**src/rtl/hood_mode_ctrl.sv**
```systemverilog
// Range-hood mode sequencer: button pulses to registered mode code, one-shot gear-3 timer,
// optional timed self-clean (compiled in when HOOD_SELF_CLEAN_EN is defined).
module hood_mode_ctrl #(
  parameter int unsigned HURRI_MIN = 1,
  parameter int unsigned HURRI_SEC = 0,
  parameter int unsigned CLEAN_MIN = 3,
  parameter int unsigned CLEAN_SEC = 0
) (
  input  logic       clk,
  input  logic       rst,
  input  logic       tick_1hz,
  input  logic       power_btn,
  input  logic       menu_btn,
  input  logic       gear1_btn,
  input  logic       gear2_btn,
  input  logic       gear3_btn,
  input  logic       clean_btn,
  output logic [2:0] mode_state,
  output logic [5:0] remain_min,
  output logic [5:0] remain_sec,
  output logic       hurricane_avail,
  output logic       exit_armed,
  output logic       clean_done
);

  localparam logic [2:0] S_STANDBY = 3'b000;
  localparam logic [2:0] S_G1      = 3'b001;
  localparam logic [2:0] S_G2      = 3'b010;
  localparam logic [2:0] S_G3      = 3'b011;
  localparam logic [2:0] S_CLEAN   = 3'b100;
  localparam logic [2:0] S_OFF     = 3'b111;

  localparam logic [5:0] HURRI_MIN_C = 6'(HURRI_MIN);
  localparam logic [5:0] HURRI_SEC_C = 6'(HURRI_SEC);

  logic [2:0] state_q, state_d;
  logic [5:0] min_q, min_d;
  logic [5:0] sec_q, sec_d;
  logic       avail_q, avail_d;
  logic       armed_q, armed_d;
  logic       done_q, done_d;

  logic       expire_s;
  logic [5:0] dec_min_s;
  logic [5:0] dec_sec_s;
  logic       clean_req_s;

`ifdef HOOD_SELF_CLEAN_EN
  localparam logic [5:0] CLEAN_MIN_C = 6'(CLEAN_MIN);
  localparam logic [5:0] CLEAN_SEC_C = 6'(CLEAN_SEC);
  assign clean_req_s = clean_btn;
`else
  // Without self-clean the button and its timing parameters have no effect.
  logic clean_unused_s;
  assign clean_unused_s = clean_btn ^ (CLEAN_MIN != 0) ^ (CLEAN_SEC != 0);
  assign clean_req_s    = 1'b0;
`endif

  // A tick at 00:01 (or at 00:00 for a zero-length load) ends the timed mode.
  assign expire_s  = (min_q == 6'd0) && (sec_q <= 6'd1);
  assign dec_min_s = ((sec_q == 6'd0) && (min_q != 6'd0)) ? (min_q - 6'd1) : min_q;
  assign dec_sec_s = ((sec_q == 6'd0) && (min_q != 6'd0)) ? 6'd59 : (sec_q - 6'd1);

  always_comb begin
    state_d = state_q;
    min_d   = min_q;
    sec_d   = sec_q;
    avail_d = avail_q;
    armed_d = armed_q;
    done_d  = 1'b0;
    case (state_q)
      S_OFF: begin
        if (power_btn) begin
          state_d = S_STANDBY;
          avail_d = 1'b1;
        end else begin
          state_d = S_OFF;
        end
      end
      S_STANDBY, S_G1, S_G2: begin
        if (power_btn && (state_q == S_STANDBY)) begin
          state_d = S_OFF;
        end else if (menu_btn && (state_q != S_STANDBY)) begin
          state_d = S_STANDBY;
`ifdef HOOD_SELF_CLEAN_EN
        end else if (clean_req_s && (state_q == S_STANDBY)) begin
          state_d = S_CLEAN;
          min_d   = CLEAN_MIN_C;
          sec_d   = CLEAN_SEC_C;
`endif
        end else if (gear3_btn && avail_q) begin
          state_d = S_G3;
          min_d   = HURRI_MIN_C;
          sec_d   = HURRI_SEC_C;
          avail_d = 1'b0;
          armed_d = 1'b0;
        end else if (gear2_btn && (state_q != S_G2)) begin
          state_d = S_G2;
        end else if (gear1_btn && (state_q != S_G1)) begin
          state_d = S_G1;
        end else begin
          state_d = state_q;
        end
      end
      S_G3: begin
        // A menu press in the expiring cycle still counts towards the exit.
        armed_d = armed_q | menu_btn;
        if (tick_1hz) begin
          if (expire_s) begin
            state_d = (armed_q | menu_btn) ? S_STANDBY : S_G2;
            min_d   = 6'd0;
            sec_d   = 6'd0;
            armed_d = 1'b0;
          end else begin
            min_d = dec_min_s;
            sec_d = dec_sec_s;
          end
        end else begin
          state_d = S_G3;
        end
      end
`ifdef HOOD_SELF_CLEAN_EN
      S_CLEAN: begin
        if (menu_btn) begin
          state_d = S_STANDBY;
          min_d   = 6'd0;
          sec_d   = 6'd0;
        end else if (tick_1hz) begin
          if (expire_s) begin
            state_d = S_STANDBY;
            min_d   = 6'd0;
            sec_d   = 6'd0;
            done_d  = 1'b1;
          end else begin
            min_d = dec_min_s;
            sec_d = dec_sec_s;
          end
        end else begin
          state_d = S_CLEAN;
        end
      end
`endif
      default: begin
        state_d = S_OFF;
        min_d   = 6'd0;
        sec_d   = 6'd0;
        avail_d = 1'b0;
        armed_d = 1'b0;
      end
    endcase
  end

  always_ff @(posedge clk or posedge rst) begin
    if (rst) begin
      state_q <= S_OFF;
      min_q   <= 6'd0;
      sec_q   <= 6'd0;
      avail_q <= 1'b0;
      armed_q <= 1'b0;
      done_q  <= 1'b0;
    end else begin
      state_q <= state_d;
      min_q   <= min_d;
      sec_q   <= sec_d;
      avail_q <= avail_d;
      armed_q <= armed_d;
      done_q  <= done_d;
    end
  end

  assign mode_state      = state_q;
  assign remain_min      = min_q;
  assign remain_sec      = sec_q;
  assign hurricane_avail = avail_q;
  assign exit_armed      = armed_q;
  assign clean_done      = done_q;

endmodule
```
**config.mk**
```make
export PLATFORM = sky130hd
export DESIGN_NAME = hood_mode_ctrl
export DESIGN_NICKNAME = d
export VERILOG_FILES = /design/src/rtl/hood_mode_ctrl.sv
export SDC_FILE = /design/constraint.sdc
export NUM_CORES = 1
export LEC_CHECK = 0
export CORE_ASPECT_RATIO = 0.9
export CORE_MARGIN = 5
export CORE_UTILIZATION = 54
export CTS_CLUSTER_DIAMETER = 80
export DETAILED_ROUTE_END_ITERATION = 7
export GPL_TIMING_DRIVEN = 1
export PLACE_DENSITY = 0.87
export SLEW_MARGIN = 10
export SYNTH_ARGS = -nofsm -noshare
export SYNTH_HDL_FRONTEND = slang
export SYNTH_SLANG_ARGS = --single-unit
```
**constraint.sdc**
```tcl
create_clock -name clk -period 4.9 [get_ports clk]
set_input_delay 0.735 -clock clk [delete_from_list [all_inputs] [get_ports clk]]
set_output_delay 0.735 -clock clk [all_outputs]
set_load 0.02 [all_outputs]
```
==> impl_metrics.env <==
export IMPL_outcome="finished, final reports clean"
export IMPL_drt_iter0_drc=38
export IMPL_syn_nets=154
export IMPL_yosysTopAreaCellShare=0.279
export IMPL_core_area_um2=2200
export IMPL_grt_usage=0.193
export IMPL_antennaDiodeCount=0
export IMPL_fin_skew_ns=0.00564
export IMPL_pwr_share_comb=0.643
export IMPL_fin_setup_tns_ns=0
export IMPL_layout_commonest_cell="clkdlybuf4s50_1"
export IMPL_p_int_mw=0.550
export IMPL_vias=1239
export IMPL_async_flop_share=1.00
export IMPL_ios=27
export IMPL_path_clk_slew_ns=0.10
export IMPL_place_ws_ns=1.85
export IMPL_ctsHtreeMaxLevel=1
export IMPL_hold_buffers=0
export IMPL_grt_max_degree=22
export IMPL_final_antenna_net_count=0
export IMPL_yosysTopAreaCell="dfrtp_1"
export IMPL_cts_tree="yes"
export IMPL_required_ns=5.13
export IMPL_antenna_found_initial=0
export IMPL_grt_pass1_vias=1167
export IMPL_post_route_util=0.691
export IMPL_finalInstanceArea_um2=1520
export IMPL_dr_pass1_iters=4
export IMPL_ys_top_cells_by_area="dfrtp_1 (28%), dfstp_2 (6.3%), o21ai_0 (5.2%)"
export IMPL_p_sw_frac=0.499
export IMPL_place_area_um2=1500
export IMPL_rsz0062_at_grt="no"
export IMPL_synth_cell_types=47
export IMPL_vias_per_cell=6.63
export IMPL_drc=0
export IMPL_final_hold_violation_count=0
export IMPL_maxSlewViolCount=0
export IMPL_cp_end_kind="register"
export IMPL_setup_ws_ns=2.10
export IMPL_cap_viol_max_count=0
export IMPL_pwr_share_seq=0.286
export IMPL_syn_inst=140
export IMPL_cts_sinks=17
export IMPL_relSlewSlack=0.371
export IMPL_crit_arrival_ns=3.03
export IMPL_fin_crit_ns=2.80
export IMPL_path_max_fanout=8
export IMPL_yosys_warnings=0
export IMPL_crit_slowest_cell="o311ai_1"
export IMPL_peakVddDrop_mv=0.456
export IMPL_wl_per_cell_um=16.6
export IMPL_ys_ff_latch=17
export IMPL_globalplace_congestion=0.850
export IMPL_numCtsBuffers=3
export IMPL_cp_slowest_stage_delay_ns=0.79
export IMPL_cts_resized=0
export IMPL_final_cell_mix="clkdlybuf4s50_1 (24), dfrtp_1 (14), o21ai_0 (13)"
export IMPL_netlist_area_um2=1260
export IMPL_power_frac_clock=0.071
export IMPL_synth_area_per_cell_um2=8.98
export IMPL_clk_path_buf_depth=2
export IMPL_die_x_um=60.9
export IMPL_rows=16
export IMPL_area_growth_pct=21.1
export IMPL_start_util=0.571
export IMPL_dp_hpwl_um=2250
export IMPL_clock_latency_ns=0.30
export IMPL_setup_violations=0
export IMPL_io_buffer_count=24
export IMPL_gr_total_overflow=0
export IMPL_cts_root_buf="clkbuf_4"
export IMPL_seq_area_frac_synth=0.341
export IMPL_grt_pass1_wl_um=5210
export IMPL_max_freq_mhz=358
export IMPL_synth_edf_count=0
export IMPL_die_height_um=55.8
export IMPL_critPathKind="input port to register"
export IMPL_p_sw_mw=0.548
export IMPL_period_share=0.570
export IMPL_worstMarginPinSlew_ns=0.929
export IMPL_hold_path_class="register to register"
export IMPL_cp_start_kind="input port"
export IMPL_fp_dieArea_um2=3400
export IMPL_post_cts_buffers=0
export IMPL_p_per_area_nw_per_um2=721
export IMPL_synthFlopType="dfrtp_1"
export IMPL_path_cells="clkdlybuf4s50_1 > nor2b_1 > a211oi_1 > o311ai_1 > buf_4 > o32ai_1 > mux2_2"
export IMPL_wl_um=3100
export IMPL_layout_drive_gt1_share=0.106
export IMPL_leakage_nw=0.639
export IMPL_nets=175
-- synth_stat cells, types with 2 or more instances --
master     number
dfrtp_1        14
o21ai_0        13
a21oi_1        12
nor2_1         12
inv_1           8
nand2_1         8
clkbuf_1        5
ha_1            5
a31oi_1         4
nor3_1          4
o32ai_1         4
a21o_1          3
dfstp_2         3
nand2b_1        3
a2111oi_0       2
buf_4           2
mux2_2          2
nor2b_1         2
nor4_4          2
o22a_1          2
o311a_1         2
o31ai_1         2
or3_1           2
-- final timing paths --
kind	end	depth (start not counted)	slack (ns)	from
min in group asynchronous	remain_sec[4]	2	0.82	rst
hold / removal	remain_min[5]	1	0.55	remain_min[5]
max in group asynchronous	remain_min[1]	2	3.64	rst
setup / recovery	mode_state[0]	7	2.10	power_btn
hold reg to reg	remain_min[5]	1	0.55	remain_min[5]
setup reg to reg	remain_min[5]	7	2.43	remain_sec[0]
-- routing by layer --
layer | global-route usage | part of all wire | up-vias
li1 | - | - | 567
met1 | 0.246 | 0.41 | 594
met2 | 0.315 | 0.50 | 69
met3 | 0.0464 | 0.079 | 9
met4 | 0.0619 | 0.011 | 0
met5 | 0 | 0 | -
-- power groups by stage --
stage                     Sequential (mW)  Clock [mW]  Combinational, mW
final                               0.314      0.0774              0.706
after global routing                0.329      0.0871              0.762
after CTS                           0.311      0.0788              0.699
after detailed placement            0.313           0              0.697
after global placement              0.308           0              0.670
after floorplan                     0.318           0              0.485
-- per-stage QoR --
stage | total power, mW | cells | hold slack [ns]
final | 1.10 | 187 | 0.554
after global routing | 1.18 | 187 | 0.588
after CTS | 1.09 | 187 | 0.552
after detailed placement | 1.01 | 183 | 0.518
after global placement | 0.979 | 183 | 0.506
after floorplan | 0.802 | 140 | 0.624
-- cells by family after synthesis --
kind of cell	Yosys count	synth area share
other	1	0.00298
buffers and inverters	17	0.0577
DFF	17	0.341
AOI/OAI and AO/OA	57	0.323
muxes	2	0.0179
adders and majority gates	5	0.0498
and+or+nand+nor	41	0.207
-- registers in the layout, summed over array words and instances (netlist names) --
name,count
exit_armed,1
mode_state,3
remain_min,6
hurricane_avail,1
remain_sec,6
-- worst max-delay path: cells and delay by family --
| kind | cells | cell delay [ns] |
|---|---|---|
| AOI/OAI and AO/OA | 3 | 0.98 |
| buffers and inverters | 2 | 0.82 |
| and+or+nand+nor | 1 | 0.19 |
| muxes | 1 | 0.31 |
-- cell type report --
type,count,area (um^2)
timing repair buffer,25,248
inverter,8,30.0
tap,27,33.8
multi-input combinational,106,756
sequential,17,429
clock buffer,4,26.3
fill,176,679
(Power assumes the default switching activity.)
